## src/rtl/p4_router_tbl_cfg_initiator.sv

```systemverilog
// rtl/p4_router_tbl_cfg_initiator.sv - AXI4-Lite initiator for per-queue table configuration
//
// Runs one complete AXI4-Lite transaction per accepted command and returns a
// single-cycle response. One instance per queue-system table.
//
// Ports:
//   clk, sresetn            core clock, asynchronous active-low reset
//   cmd_*                   command port (valid/ready, write flag, addr, wdata)
//   rsp_*                   response pulse, read data (0 for writes), error flag
//   busy                    transaction in flight
//   aw*/w*/b*/ar*/r*        AXI4-Lite initiator channels
//   timeout_seen            sticky timeout flag (only with P4_ROUTER_TBL_CFG_TIMEOUT_EN)
//
// Optional feature: define P4_ROUTER_TBL_CFG_TIMEOUT_EN to abort a transaction
// whose slave handshake is absent for TIMEOUT_CYCLES cycles.

module p4_router_tbl_cfg_initiator #(
   parameter int ADDR_WIDTH     = 8,
   parameter int DATA_WIDTH     = 32,
   parameter int TIMEOUT_CYCLES = 1024
) (
   input  logic                    clk,
   input  logic                    sresetn,
`ifdef P4_ROUTER_TBL_CFG_TIMEOUT_EN
   output logic                    timeout_seen,
`endif
   input  logic                    cmd_valid,
   output logic                    cmd_ready,
   input  logic                    cmd_write,
   input  logic [ADDR_WIDTH-1:0]   cmd_addr,
   input  logic [DATA_WIDTH-1:0]   cmd_wdata,
   output logic                    rsp_valid,
   output logic [DATA_WIDTH-1:0]   rsp_rdata,
   output logic                    rsp_err,
   output logic                    busy,
   output logic [ADDR_WIDTH-1:0]   awaddr,
   output logic                    awvalid,
   input  logic                    awready,
   output logic [DATA_WIDTH-1:0]   wdata,
   output logic [DATA_WIDTH/8-1:0] wstrb,
   output logic                    wvalid,
   input  logic                    wready,
   input  logic [1:0]              bresp,
   input  logic                    bvalid,
   output logic                    bready,
   output logic [ADDR_WIDTH-1:0]   araddr,
   output logic                    arvalid,
   input  logic                    arready,
   input  logic [DATA_WIDTH-1:0]   rdata,
   input  logic [1:0]              rresp,
   input  logic                    rvalid,
   output logic                    rready
);

   if (TIMEOUT_CYCLES < 1) begin : g_param_check
      $error("TIMEOUT_CYCLES must be at least 1");
   end

   typedef enum logic [2:0] {
      IDLE = 3'd0,
      WR   = 3'd1,
      WR_B = 3'd2,
      RD_A = 3'd3,
      RD_D = 3'd4
   } state_t;

   state_t                  state;
   logic [ADDR_WIDTH-1:0]   addr_q;
   logic [DATA_WIDTH-1:0]   wdata_q;

   // A channel is finished inside WR once its valid has been dropped, or
   // when the handshake completes on this edge.
   logic aw_fin;
   logic w_fin;

   assign aw_fin = !awvalid || awready;
   assign w_fin  = !wvalid  || wready;

   // Address and data come straight from the command capture registers, which
   // only change on accept, so they are stable while any valid is high.
   assign awaddr = addr_q;
   assign araddr = addr_q;
   assign wdata  = wdata_q;
   assign wstrb  = wvalid ? '1 : '0;
   assign busy   = (state != IDLE);

`ifdef P4_ROUTER_TBL_CFG_TIMEOUT_EN
   localparam int TW = $clog2(TIMEOUT_CYCLES + 1);
   localparam logic [TW-1:0] TMO_LAST = TW'(TIMEOUT_CYCLES - 1);

   logic [TW-1:0] tmo_cnt;
   logic          wait_done;

   // The handshake the current state is waiting on has arrived this cycle.
   always_comb begin
      wait_done = 1'b1;
      case (state)
         WR:      wait_done = aw_fin && w_fin;
         WR_B:    wait_done = bvalid;
         RD_A:    wait_done = arready;
         RD_D:    wait_done = rvalid;
         default: wait_done = 1'b1;
      endcase
   end
`endif

   always_ff @(posedge clk or negedge sresetn) begin
      if (!sresetn) begin
         state     <= IDLE;
         cmd_ready <= 1'b1;
         addr_q    <= '0;
         wdata_q   <= '0;
         awvalid   <= 1'b0;
         wvalid    <= 1'b0;
         bready    <= 1'b0;
         arvalid   <= 1'b0;
         rready    <= 1'b0;
         rsp_valid <= 1'b0;
         rsp_rdata <= '0;
         rsp_err   <= 1'b0;
`ifdef P4_ROUTER_TBL_CFG_TIMEOUT_EN
         tmo_cnt      <= '0;
         timeout_seen <= 1'b0;
`endif
      end else begin
         rsp_valid <= 1'b0;
         case (state)
            IDLE: begin
               // cmd_ready stays low through the response cycle, so a new
               // command can never be taken while rsp_valid is high.
               if (rsp_valid) begin
                  cmd_ready <= 1'b1;
               end else if (cmd_valid && cmd_ready) begin
                  cmd_ready <= 1'b0;
                  addr_q    <= cmd_addr;
                  wdata_q   <= cmd_wdata;
`ifdef P4_ROUTER_TBL_CFG_TIMEOUT_EN
                  tmo_cnt   <= '0;
`endif
                  if (cmd_write) begin
                     state   <= WR;
                     awvalid <= 1'b1;
                     wvalid  <= 1'b1;
                  end else begin
                     state   <= RD_A;
                     arvalid <= 1'b1;
                  end
               end
            end
            WR: begin
               if (awvalid && awready) awvalid <= 1'b0;
               if (wvalid && wready)   wvalid  <= 1'b0;
               if (aw_fin && w_fin) begin
                  state  <= WR_B;
                  bready <= 1'b1;
`ifdef P4_ROUTER_TBL_CFG_TIMEOUT_EN
                  tmo_cnt <= '0;
`endif
               end
            end
            WR_B: begin
               if (bvalid) begin
                  bready    <= 1'b0;
                  rsp_valid <= 1'b1;
                  rsp_err   <= (bresp != 2'b00);
                  rsp_rdata <= '0;
                  state     <= IDLE;
               end
            end
            RD_A: begin
               if (arready) begin
                  arvalid <= 1'b0;
                  rready  <= 1'b1;
                  state   <= RD_D;
`ifdef P4_ROUTER_TBL_CFG_TIMEOUT_EN
                  tmo_cnt <= '0;
`endif
               end
            end
            RD_D: begin
               if (rvalid) begin
                  rready    <= 1'b0;
                  rsp_valid <= 1'b1;
                  rsp_err   <= (rresp != 2'b00);
                  rsp_rdata <= rdata;
                  state     <= IDLE;
               end
            end
            default: state <= IDLE;
         endcase
`ifdef P4_ROUTER_TBL_CFG_TIMEOUT_EN
         // Placed after the case so an abort overrides any state update.
         if (state != IDLE && !wait_done) begin
            if (tmo_cnt == TMO_LAST) begin
               awvalid      <= 1'b0;
               wvalid       <= 1'b0;
               bready       <= 1'b0;
               arvalid      <= 1'b0;
               rready       <= 1'b0;
               rsp_valid    <= 1'b1;
               rsp_err      <= 1'b1;
               rsp_rdata    <= '0;
               timeout_seen <= 1'b1;
               state        <= IDLE;
            end else begin
               tmo_cnt <= tmo_cnt + 1'b1;
            end
         end
`endif
      end
   end

endmodule

```

## config.mk

```make
export PLATFORM = sky130hd
export DESIGN_NAME = p4_router_tbl_cfg_initiator
export DESIGN_NICKNAME = d
export VERILOG_FILES = /design/src/rtl/p4_router_tbl_cfg_initiator.sv
export SDC_FILE = /design/constraint.sdc
export NUM_CORES = 1
export LEC_CHECK = 0
export CAP_MARGIN = 20
export CORE_UTILIZATION = 38
export DETAILED_ROUTE_END_ITERATION = 7
export GPL_TIMING_DRIVEN = 0
export PLACE_DENSITY_LB_ADDON = 0.25
export REMOVE_ABC_BUFFERS = 1
export SLEW_MARGIN = 20
export SYNTH_ARGS = -nofsm -noshare
export SYNTH_HDL_FRONTEND = slang
export SYNTH_SLANG_ARGS = --single-unit
```

## constraint.sdc

```tcl
create_clock -name clk -period 3.84 [get_ports clk]
set_input_delay 0.768 -clock clk [delete_from_list [all_inputs] [get_ports clk]]
set_output_delay 0.768 -clock clk [all_outputs]
set_load 0.02 [all_outputs]
```

==> results.md <==
- Status: finished, final reports clean
- RR Startpoint: state[1]$_DFFE_PN0P_
- WL met2: 3780 um
- Post-Syn Area: 3590 um2
- Leakage dissipation: 0.00244 uW
- Crit end category: output port
- Die Span X: 99.2 um
- Clock sinks: 83
- Syn avg cell area: 12.0 um2
- Synth area leaders: dfrtp_1 (57%), mux2_4 (16%), nand2_1 (7.9%)
- Final WL: 8860 um
- Final setup vio count: 0
- Total grt overflow: 0
- Area grow syn2layout: 54.1%
- # diodes: 0
- Post_cts resized: 0
- Largest net degree at the start of global routing: 44
- RSZ-0062 raised after global routing: false
- Most frequent cells in the layout: clkdlybuf4s50_1 (176), dfrtp_1 (82), nand2_1 (76)
- Fin crit share: 0.682
- Uppermost layer routed: met4
- Setup WS pre-CTS: 1.23 ns
- Rel. slew slack: 0.477
- Port Buf Inserts: 177
- Remaining antenna violation count: 0
- Synth Instances: 299
- Final Max Slew Viols: 0
- Routability cong.: 0.759
- Clk buf depth: 2
- Simple-gate share of the synthesized area: 0.109
- Worst r2r path cells: 3
- Antenna violations before repair: 0
- H-tree depth: 3
- Drt drc: 0
- Drt first pass iters: 5
- Vias per inst: 4.76
- Worst Hold Class: input port to asynchronous set/reset pin
- Layout cell share with drive strength beyond 1: 0.137
- Vias in the first global route: 2773
- R2R Path End: wdata[23]$_DFFE_PN0P_
- DR vias: 2747
- CTS Buf Count: 9
- Num rows: 35
- IO Pins: 178
- Kind of critical path: register to output port
- Distinct cells, synth: 29
- Initial Util: 0.390
- DP HPWL: 6430 um
- Worst-Margin Slew: 0.784 ns
- Die area: 9840 um2
- Seq cells post-synth: 83
- Metal3 WL: 925 um
- Tot GR Track Use: 0.186
- Hold Vio Cnt, Final: 0
- Wire per inst: 15.4 um
- PwrDens: 696 nW/um2
- WL met1: 4030 um
- Complex-gate fraction of the synthesized area: 0.0784
- Worst vdd ir: 283 uV
- Crit path DAT: 1.85 ns
- CTS Hold Bufs: 0
- Nets: 546
- Final worst slack: 1.22 ns
- Yosys warns: 0
- Total power: 3850 uW
- Reg2Reg Setup Slack: 1.87 ns
- Yosys top cell area share: 0.572
- Post-synthesis xor/xnor area fraction: 0
- Post-synthesis mux area share: 0.166
- Clock latency on the worst-skew pair: 0.36 ns
- Finished Core Util: 0.602
- Synth area leader: dfrtp_1
- Sequential fraction of the synthesis area: 0.579
- Fin Clk Skew: 0.0128 ns
- CP required: 3.07 ns
- Initial DRC Count: 86
- Clk slew on worst S/H paths: 0.08 ns
- Most common cell after layout, fill and taps aside: clkdlybuf4s50_1
- Combinational family with the most area after synthesis: multiplexers
- Crit path max fanout: 13
- Root buffer cell: clkbuf_8
- TritonCTS clock tree: built
- Postcts setup bufs: 0
- Core area: 9200 um2
- First-pass GRT wire length: 14100 um
- Startpoint types: register
- Die Height: 99.2 um
- Fmax: 382 MHz
- Tmin final: 2.62 ns
- Max-cap violations: 0
- Synthesized-area fraction occupied by adder cells: 0
==> power by group <==
| part | switching (uW) | internal, uW |
|---|---|---|
| registers | 199 | 1160 |
| clock network | 310 | 300 |
| logic | 843 | 1040 |
==> routing by layer <==
metal	GRT usage	vias to the layer above
li1	-	1314
met1	0.246	1279
met2	0.274	141
met3	0.0801	13
met4	0.0611	0
met5	0	-
==> worst max-delay path: stages, from the launching register on <==
cell,delay [ns]
dfrtp_1,0.56
nor3_4,0.33
inv_1,0.07
clkdlybuf4s50_1,0.54
==> synth_stat cells <==
cell type,count
o22ai_1,1
clkbuf_1,3
a21o_1,1
o22a_1,1
nand4_1,1
and3b_1,1
nand2_2,1
buf_2,6
o221a_2,1
inv_1,5
nor3_1,2
dfrtp_1,82
mux2_2,1
o21ai_1,10
nor2_1,6
nand2_1,76
o31ai_1,2
nand3b_1,2
nand2b_1,1
a21oi_1,3
buf_4,12
mux2_4,39
o21ai_0,26
buf_6,8
a31oi_1,3
dfstp_2,1
a22o_1,1
nor3_4,2
o32a_1,1
==> flip-flops by register name, indices dropped and copies added (netlist names), 3 cells and up <==
name	cells
araddr	8
wdata	32
rsp_rdata	32
state	3
==> layout make-up <==
class	instances	area, um2
Clock buffer	11	131
Clock inverter	5	56.3
Fill cell	781	3660
Inverter	5	18.8
Multi-Input combinational cell	182	1280
Sequential cell	83	2080
Tap cell	111	139
Timing Repair Buffer	180	1830
==> per-stage QoR <==
stage	setup TNS, ns	area [um2]	hold WS (ns)	cells
after global placement	-84.74	5280	0.462	558
final	0	5530	0.395	577
after CTS	0	5530	0.394	577
after detailed placement	0	5350	0.470	561
after global routing	0	5530	0.413	577
after floorplan	0	3370	0.472	270
==> cells by family (layout without fill, tap and decap cells) <==
logic type / after synthesis / in the layout
muxes: 40 / 40
and+or+nand+nor: 92 / 92
DFF: 83 / 83
buffers and inverters: 34 / 201
AOI/OAI and AO/OA: 50 / 50
==> worst max-delay path by stage <==
stage | startpoint | endpoint | slack, ns | cells after the start
final | state[1]$_DFFE_PN0P_ | busy | 1.22 | 3
after global routing | state[1]$_DFFE_PN0P_ | busy | 1.10 | 3
after detailed placement | cmd_valid | wdata[12]$_DFFE_PN0P_ | 1.23 | 4
after CTS | state[1]$_DFFE_PN0P_ | busy | 1.20 | 3
after global placement | sresetn | rsp_rdata[25]$_DFFE_PN0P_ | -1.04 | 1
after floorplan | cmd_valid | wdata[20]$_DFFE_PN0P_ | 1.55 | 3
Power figures use the tool's default switching activity.
